**src/rtl/merge_pkg.sv**
```systemverilog
// rtl/merge_pkg.sv - shared types and constants for the 2-to-1 round-robin merge
package merge_pkg;

    // Tags the source of a beat. It is also the encoding of the round-robin pointer.
    typedef enum logic {
        SRC0 = 1'b0,
        SRC1 = 1'b1
    } src_e;

    // Number of entries in each per-input buffer.
    localparam int BUF_DEPTH = 2;

    // Width of the occupancy counter. It must hold the values 0..BUF_DEPTH.
    localparam int CNT_W = 2;

    // Returns the source that is not s. The arbiter uses it to alternate on ties.
    function automatic src_e other_src(input src_e s);
        return (s == SRC0) ? SRC1 : SRC0;
    endfunction

endpackage

```
**src/rtl/skid_fifo2.sv**
```systemverilog
// rtl/skid_fifo2.sv - two-entry in-order buffer placed in front of each merge input
module skid_fifo2
    import merge_pkg::*;
#(
    parameter int WIDTH = 8
) (
    input  logic             clk,
    input  logic             rst,
    input  logic             push,
    input  logic [WIDTH-1:0] push_data,
    input  logic             pop,
    output logic [WIDTH-1:0] head_data,
    output logic             empty,
    output logic             full
);

    localparam logic [CNT_W-1:0] FULL_CNT = CNT_W'(BUF_DEPTH);
    localparam logic [CNT_W-1:0] ONE_CNT  = CNT_W'(1);

    logic [WIDTH-1:0] mem [BUF_DEPTH];
    logic             wr_ptr;
    logic             rd_ptr;
    logic [CNT_W-1:0] count;
    logic             do_push;
    logic             do_pop;

    // A push when full or a pop when empty is dropped here. The parent never
    // issues one, and the guard keeps the pointers consistent if it ever did.
    assign do_push = push && !full;
    assign do_pop  = pop && !empty;

    assign empty     = (count == '0);
    assign full      = (count == FULL_CNT);
    assign head_data = mem[rd_ptr];

    // Pointer and occupancy tracking. The 1-bit pointers wrap from 1 to 0 on their own.
    always_ff @(posedge clk) begin
        if (rst) begin
            wr_ptr <= 1'b0;
            rd_ptr <= 1'b0;
            count  <= '0;
        end else begin
            if (do_push) begin
                wr_ptr <= ~wr_ptr;
            end
            if (do_pop) begin
                rd_ptr <= ~rd_ptr;
            end
            case ({do_push, do_pop})
                2'b10:   count <= count + ONE_CNT;
                2'b01:   count <= count - ONE_CNT;
                default: count <= count;
            endcase
        end
    end

    // Storage is never reset. Clearing count is enough to discard its contents.
    always_ff @(posedge clk) begin
        if (do_push && !rst) begin
            mem[wr_ptr] <= push_data;
        end
    end

endmodule

```
**src/rtl/merge_2to1_rr.sv**
```systemverilog
// rtl/merge_2to1_rr.sv - recombines two valid/ready streams with round-robin arbitration and source tagging
module merge_2to1_rr
    import merge_pkg::*;
#(
    parameter int WIDTH     = 8,
    parameter int PRIO_INIT = 0
) (
    input  logic             clk,
    input  logic             rst,
    input  logic             in0_valid,
    output logic             in0_ready,
    input  logic [WIDTH-1:0] in0_data,
    input  logic             in1_valid,
    output logic             in1_ready,
    input  logic [WIDTH-1:0] in1_data,
    output logic             out_valid,
    input  logic             out_ready,
    output logic [WIDTH-1:0] out_data,
    output logic             out_src
);

    // The first tie after reset goes to PRIO_INIT. To get that, the pointer
    // starts at the opposite source.
    localparam src_e PRIO_SRC = (PRIO_INIT != 0) ? SRC1 : SRC0;

    logic             push0;
    logic             push1;
    logic             pop0;
    logic             pop1;
    logic             empty0;
    logic             empty1;
    logic             full0;
    logic             full1;
    logic [WIDTH-1:0] head0;
    logic [WIDTH-1:0] head1;

    logic             out_valid_q;
    logic [WIDTH-1:0] out_data_q;
    src_e             out_src_q;
    src_e             last_grant;

    logic             load;
    logic             grant_valid;
    src_e             grant_src;
    logic [WIDTH-1:0] grant_data;

    // Ready depends only on buffer occupancy and reset, so no input-to-ready loop exists.
    assign in0_ready = !rst && !full0;
    assign in1_ready = !rst && !full1;
    assign push0     = in0_valid && in0_ready;
    assign push1     = in1_valid && in1_ready;

    skid_fifo2 #(
        .WIDTH(WIDTH)
    ) u_buf0 (
        .clk       (clk),
        .rst       (rst),
        .push      (push0),
        .push_data (in0_data),
        .pop       (pop0),
        .head_data (head0),
        .empty     (empty0),
        .full      (full0)
    );

    skid_fifo2 #(
        .WIDTH(WIDTH)
    ) u_buf1 (
        .clk       (clk),
        .rst       (rst),
        .push      (push1),
        .push_data (in1_data),
        .pop       (pop1),
        .head_data (head1),
        .empty     (empty1),
        .full      (full1)
    );

    // Round-robin choice. It applies only when the output register can take a new beat.
    always_comb begin
        load        = !out_valid_q || out_ready;
        grant_valid = 1'b0;
        grant_src   = SRC0;
        if (load && !rst) begin
            if (!empty0 && !empty1) begin
                grant_valid = 1'b1;
                grant_src   = other_src(last_grant);
            end else if (!empty0) begin
                grant_valid = 1'b1;
                grant_src   = SRC0;
            end else if (!empty1) begin
                grant_valid = 1'b1;
                grant_src   = SRC1;
            end
        end
        grant_data = (grant_src == SRC1) ? head1 : head0;
        pop0       = grant_valid && (grant_src == SRC0);
        pop1       = grant_valid && (grant_src == SRC1);
    end

    // Output register and round-robin pointer. The pointer moves only on a real
    // grant, so an idle gap does not change the fairness order.
    always_ff @(posedge clk) begin
        if (rst) begin
            out_valid_q <= 1'b0;
            out_data_q  <= '0;
            out_src_q   <= SRC0;
            last_grant  <= other_src(PRIO_SRC);
        end else if (load) begin
            if (grant_valid) begin
                out_valid_q <= 1'b1;
                out_data_q  <= grant_data;
                out_src_q   <= grant_src;
                last_grant  <= grant_src;
            end else begin
                out_valid_q <= 1'b0;
            end
        end
    end

    assign out_valid = out_valid_q;
    assign out_data  = out_data_q;
    assign out_src   = out_src_q;

endmodule

```
**config.mk**
```make
export PLATFORM = sky130hd
export DESIGN_NAME = merge_2to1_rr
export DESIGN_NICKNAME = d
export VERILOG_FILES = /design/src/rtl/merge_pkg.sv /design/src/rtl/skid_fifo2.sv /design/src/rtl/merge_2to1_rr.sv
export SDC_FILE = /design/constraint.sdc
export NUM_CORES = 1
export LEC_CHECK = 0
export CAP_MARGIN = 20
export CORE_ASPECT_RATIO = 1.5
export CORE_MARGIN = 5
export CORE_UTILIZATION = 30
export CTS_CLUSTER_DIAMETER = 200
export DETAILED_ROUTE_END_ITERATION = 10
export GPL_TIMING_DRIVEN = 0
export HOLD_SLACK_MARGIN = 0.08
export PLACE_DENSITY = 0.6
export SKIP_LAST_GASP = 1
export SLEW_MARGIN = 20
export SYNTH_ARGS = -nofsm -noshare
export SYNTH_HDL_FRONTEND = slang
export SYNTH_SLANG_ARGS = --single-unit
```
**constraint.sdc**
```tcl
create_clock -name clk -period 2.7 [get_ports clk]
set_clock_uncertainty 0.2 [all_clocks]
set_input_delay 0.675 -clock clk [delete_from_list [all_inputs] [get_ports clk]]
set_output_delay 0.675 -clock clk [all_outputs]
set_load 0.005 [all_outputs]
```
==> flow_summary.yaml <==
place:
  place.port_buffers: 31
  place_congestion: 0.701
  dpl_cell_area_um2: 2490
  final_hpwl_dp_mm: 2.87
timing:
  rsz0062_at_grt: "false"
  layout_worst_path_cycle_share_pct: 95.1
  max_freq_ghz: 0.389
  finalSetupTns_ns: 0
  final-max-slew-violation-count: 0
  slew_headroom_pct: 52.4
  fin_hold_viols: 0
  worst-slew-pin-transition_ns: 0.711
  final.min_clock_period_ns: 2.57
  setup_viol: 0
yosys:
  synth-warning-count: 0
  synth.net_count: 171
  synth_simple_gate_area_share_pct: 8.43
  synth_sequential_area_ratio_pct: 66.5
  synth_seq_cells: 53
  post_synth_xor_area_fraction_pct: 3.37
  synthesis.area_per_instance_um2: 14.0
  main_combinational_cell_family_by_area_after_synthesis: "multiplexers"
  synth-adder-area-share_pct: 1.20
  post_synth_instance_area_um2: 2080
  yosys.area.top_type: "edfxtp_1"
  post_synth_inst_count: 148
  synth.area.mux_share_pct: 8.67
  post_synth_num_cell_types: 28
  synth.top_cells.by_area: "edfxtp_1 (46%), dfxtp_1 (20%), mux2_2 (8.7%)"
  synth_top_area_share_pct: 46.2
  synth-compound-area-share_pct: 7.71
setup_path:
  critical_path.reg2reg.startpoint: "u_buf0.count[0]"
  worstPathArrival_ns: 2.61
  r2r-end: "u_buf1.count[1]"
  crit_type: "primary input to register"
  critical_path_peak_fanout: 10
  worstRegToRegCells: 7
  worstSetupStartpointType: "primary input"
  critPathCaptureType: "register"
  cp.required_ns: 2.74
  reg2reg_slack_ns: 0.54
finish:
  num_antenna_cells: 0
  postLayoutCellArea_um2: 2620
  final_nets: 211
  area_growth_syn_to_layout_pct: 25.9
  final_common_cell: "edfxtp_1"
  layout-drive-gt1-share_pct: 18.5
  mostFrequentLayoutCells: "edfxtp_1 (32), clkdlybuf4s50_1 (31), nor2_1 (22), dfxtp_1 (21), mux2_2 (16)"
global_route:
  globalRoute.busiestLayer: "met2"
  grt_usage_pct: 8.96
  antenna_found_initial: 0
  grt_remaining_overflow: 0
  globalRouteMet3Util_pct: 2.35
  pin_count_of_the_biggest_net_entering_global_routing: 19
  grt_first_pass_wirelength_mm: 6.12
  met1_usage_pct: 9.11
  first_global_vias: 1309
  met2_usage_pct: 16.3
floorplan:
  num_ports: 33
  floorplan.core_area_um2: 6810
  full_die_area_um2: 8730
  floorplan.die.width_um: 78.0
  floorplan.initialDensity_pct: 30.5
  std_cell_rows: 37
  die_h_um: 112
detailed_routing:
  detail_route.vias_per_cell: 4.66
  drcViolationCount: 0
  route.antenna.remaining_nets: 0
  totalWireLength_mm: 3.70
  first_pass_iters: 4
  dr_total_vias: 1244
  wl_per_cell_um: 13.8
  drt_iter0_markers: 75
hold_path:
  hold_start: "out_src"
  min_path_type: "register to register"
  min_delay_path_depth: 2
  hold-path-endpoint: "out_src"
cts:
  clock_sinks: 53
  post_cts_resized: 0
  tritoncts: "done"
  cts-buffers-inserted: 5
  max-clock-path-buffers: 2
  post_cts_setup_buffer_count: 0
  clockRootBuffer: "clkbuf_8"
  holdBufCountCts: 0
  clk_latency_ns: 0.30
  cts.clk_slew.worst_paths_ns: 0.09
  htree_depth: 2
outcome:
  run_status: "finished clean"
pwr:
  power.static_leakage_nw: 0.898
  totalPowerFinal_mw: 2.37
  ir_drop_uv: 270
  powerDensity_nw_per_um2: 904
flow_run:
  drv_cap: 0
-- cells in the mapped netlist (all sizes together) --
cell / instances
edfxtp: 32
nor2: 23
dfxtp: 21
mux2: 16
a222oi: 8
buf: 7
inv: 6
xnor2: 6
a21oi: 5
or3: 4
nor4: 3
o21ai: 3
clkbuf: 2
ha: 2
o211ai: 2
o21a: 2
xor2: 2
nand2: 1
nor2b: 1
nor4b: 1
o21ba: 1
-- worst max-delay path: stages --
cell             delay [ns]
clkdlybuf4s50_1        0.47
nor2b_2                0.08
nor4b_2                0.29
buf_2                  0.29
ha_1                   0.30
or3_1                  0.37
a21oi_1                0.14
-- logic make-up (layout without fill, tap and decap cells) --
logic type	count (synthesis)	after routing
AO/OA/AOI/OAI	21	21
multiplexers	16	16
AND/OR/NAND/NOR	33	33
buffers and inverters	15	56
XOR/XNOR	8	8
flip-flops	53	53
adder cells (fa/ha/maj)	2	2
-- metrics by stage --
stage          std cells  worst slack, ns  util [%]  hold WS (ns)
2_1_floorplan        148            0.356         -         0.269
3_3_place_gp         257           -0.232      36.5         0.293
3_5_place_dp         257           -0.256      36.5         0.313
4_1_cts              265           0.0598      38.2         0.335
5_1_grt              267           0.0380      38.5         0.367
6_report             267            0.132      38.5         0.324
-- metal layers --
metal | vias up | routed length (um)
met5 | - | 0
met3 | 4 | 138
met1 | 588 | 1450
li1 | 623 | -
met4 | 0 | 74
met2 | 29 | 2040
-- cell type report --
class                      count  area (um2)
buffer                         9        63.8
clock buffer                   5        68.8
clock inverter                 3        47.5
fill                         653        4190
inverter                       6        22.5
multi-input combinational     80         611
sequential                    53        1380
tap                           78        97.6
timing repair buffer          33         325
-- power by group --
group	internal (mW)	switching (mW)	total, mW	leakage [nW]
registers	0.997	0.0704	1.07	0.465
clock network	0.283	0.258	0.541	0.0591
logic	0.413	0.343	0.757	0.374
-- worst max-delay path by stage --
stage,start,cells past startpoint,to,slack (ns)
finish,out_ready,7,u_buf1.count[1],0.13
global route,out_ready,7,u_buf1.count[1],0.04
CTS,out_ready,6,u_buf0.count[1],0.06
detailed placement,out_ready,6,u_buf0.count[1],-0.26
global placement,out_ready,6,u_buf0.count[1],-0.23
floorplan,rst,5,u_buf0.count[1],0.36
-- registers in the layout, indices dropped and copies added, names as in the netlist, named ones only --
name,flops
out_src,1
u_buf0.wr_ptr,1
u_buf1.count,2
u_buf0.rd_ptr,1
out_valid,1
u_buf1.mem,16
last_grant,1
u_buf1.rd_ptr,1
out_data,8
u_buf1.wr_ptr,1
u_buf0.mem,16
u_buf0.count,2
(Power assumes the default switching activity.)
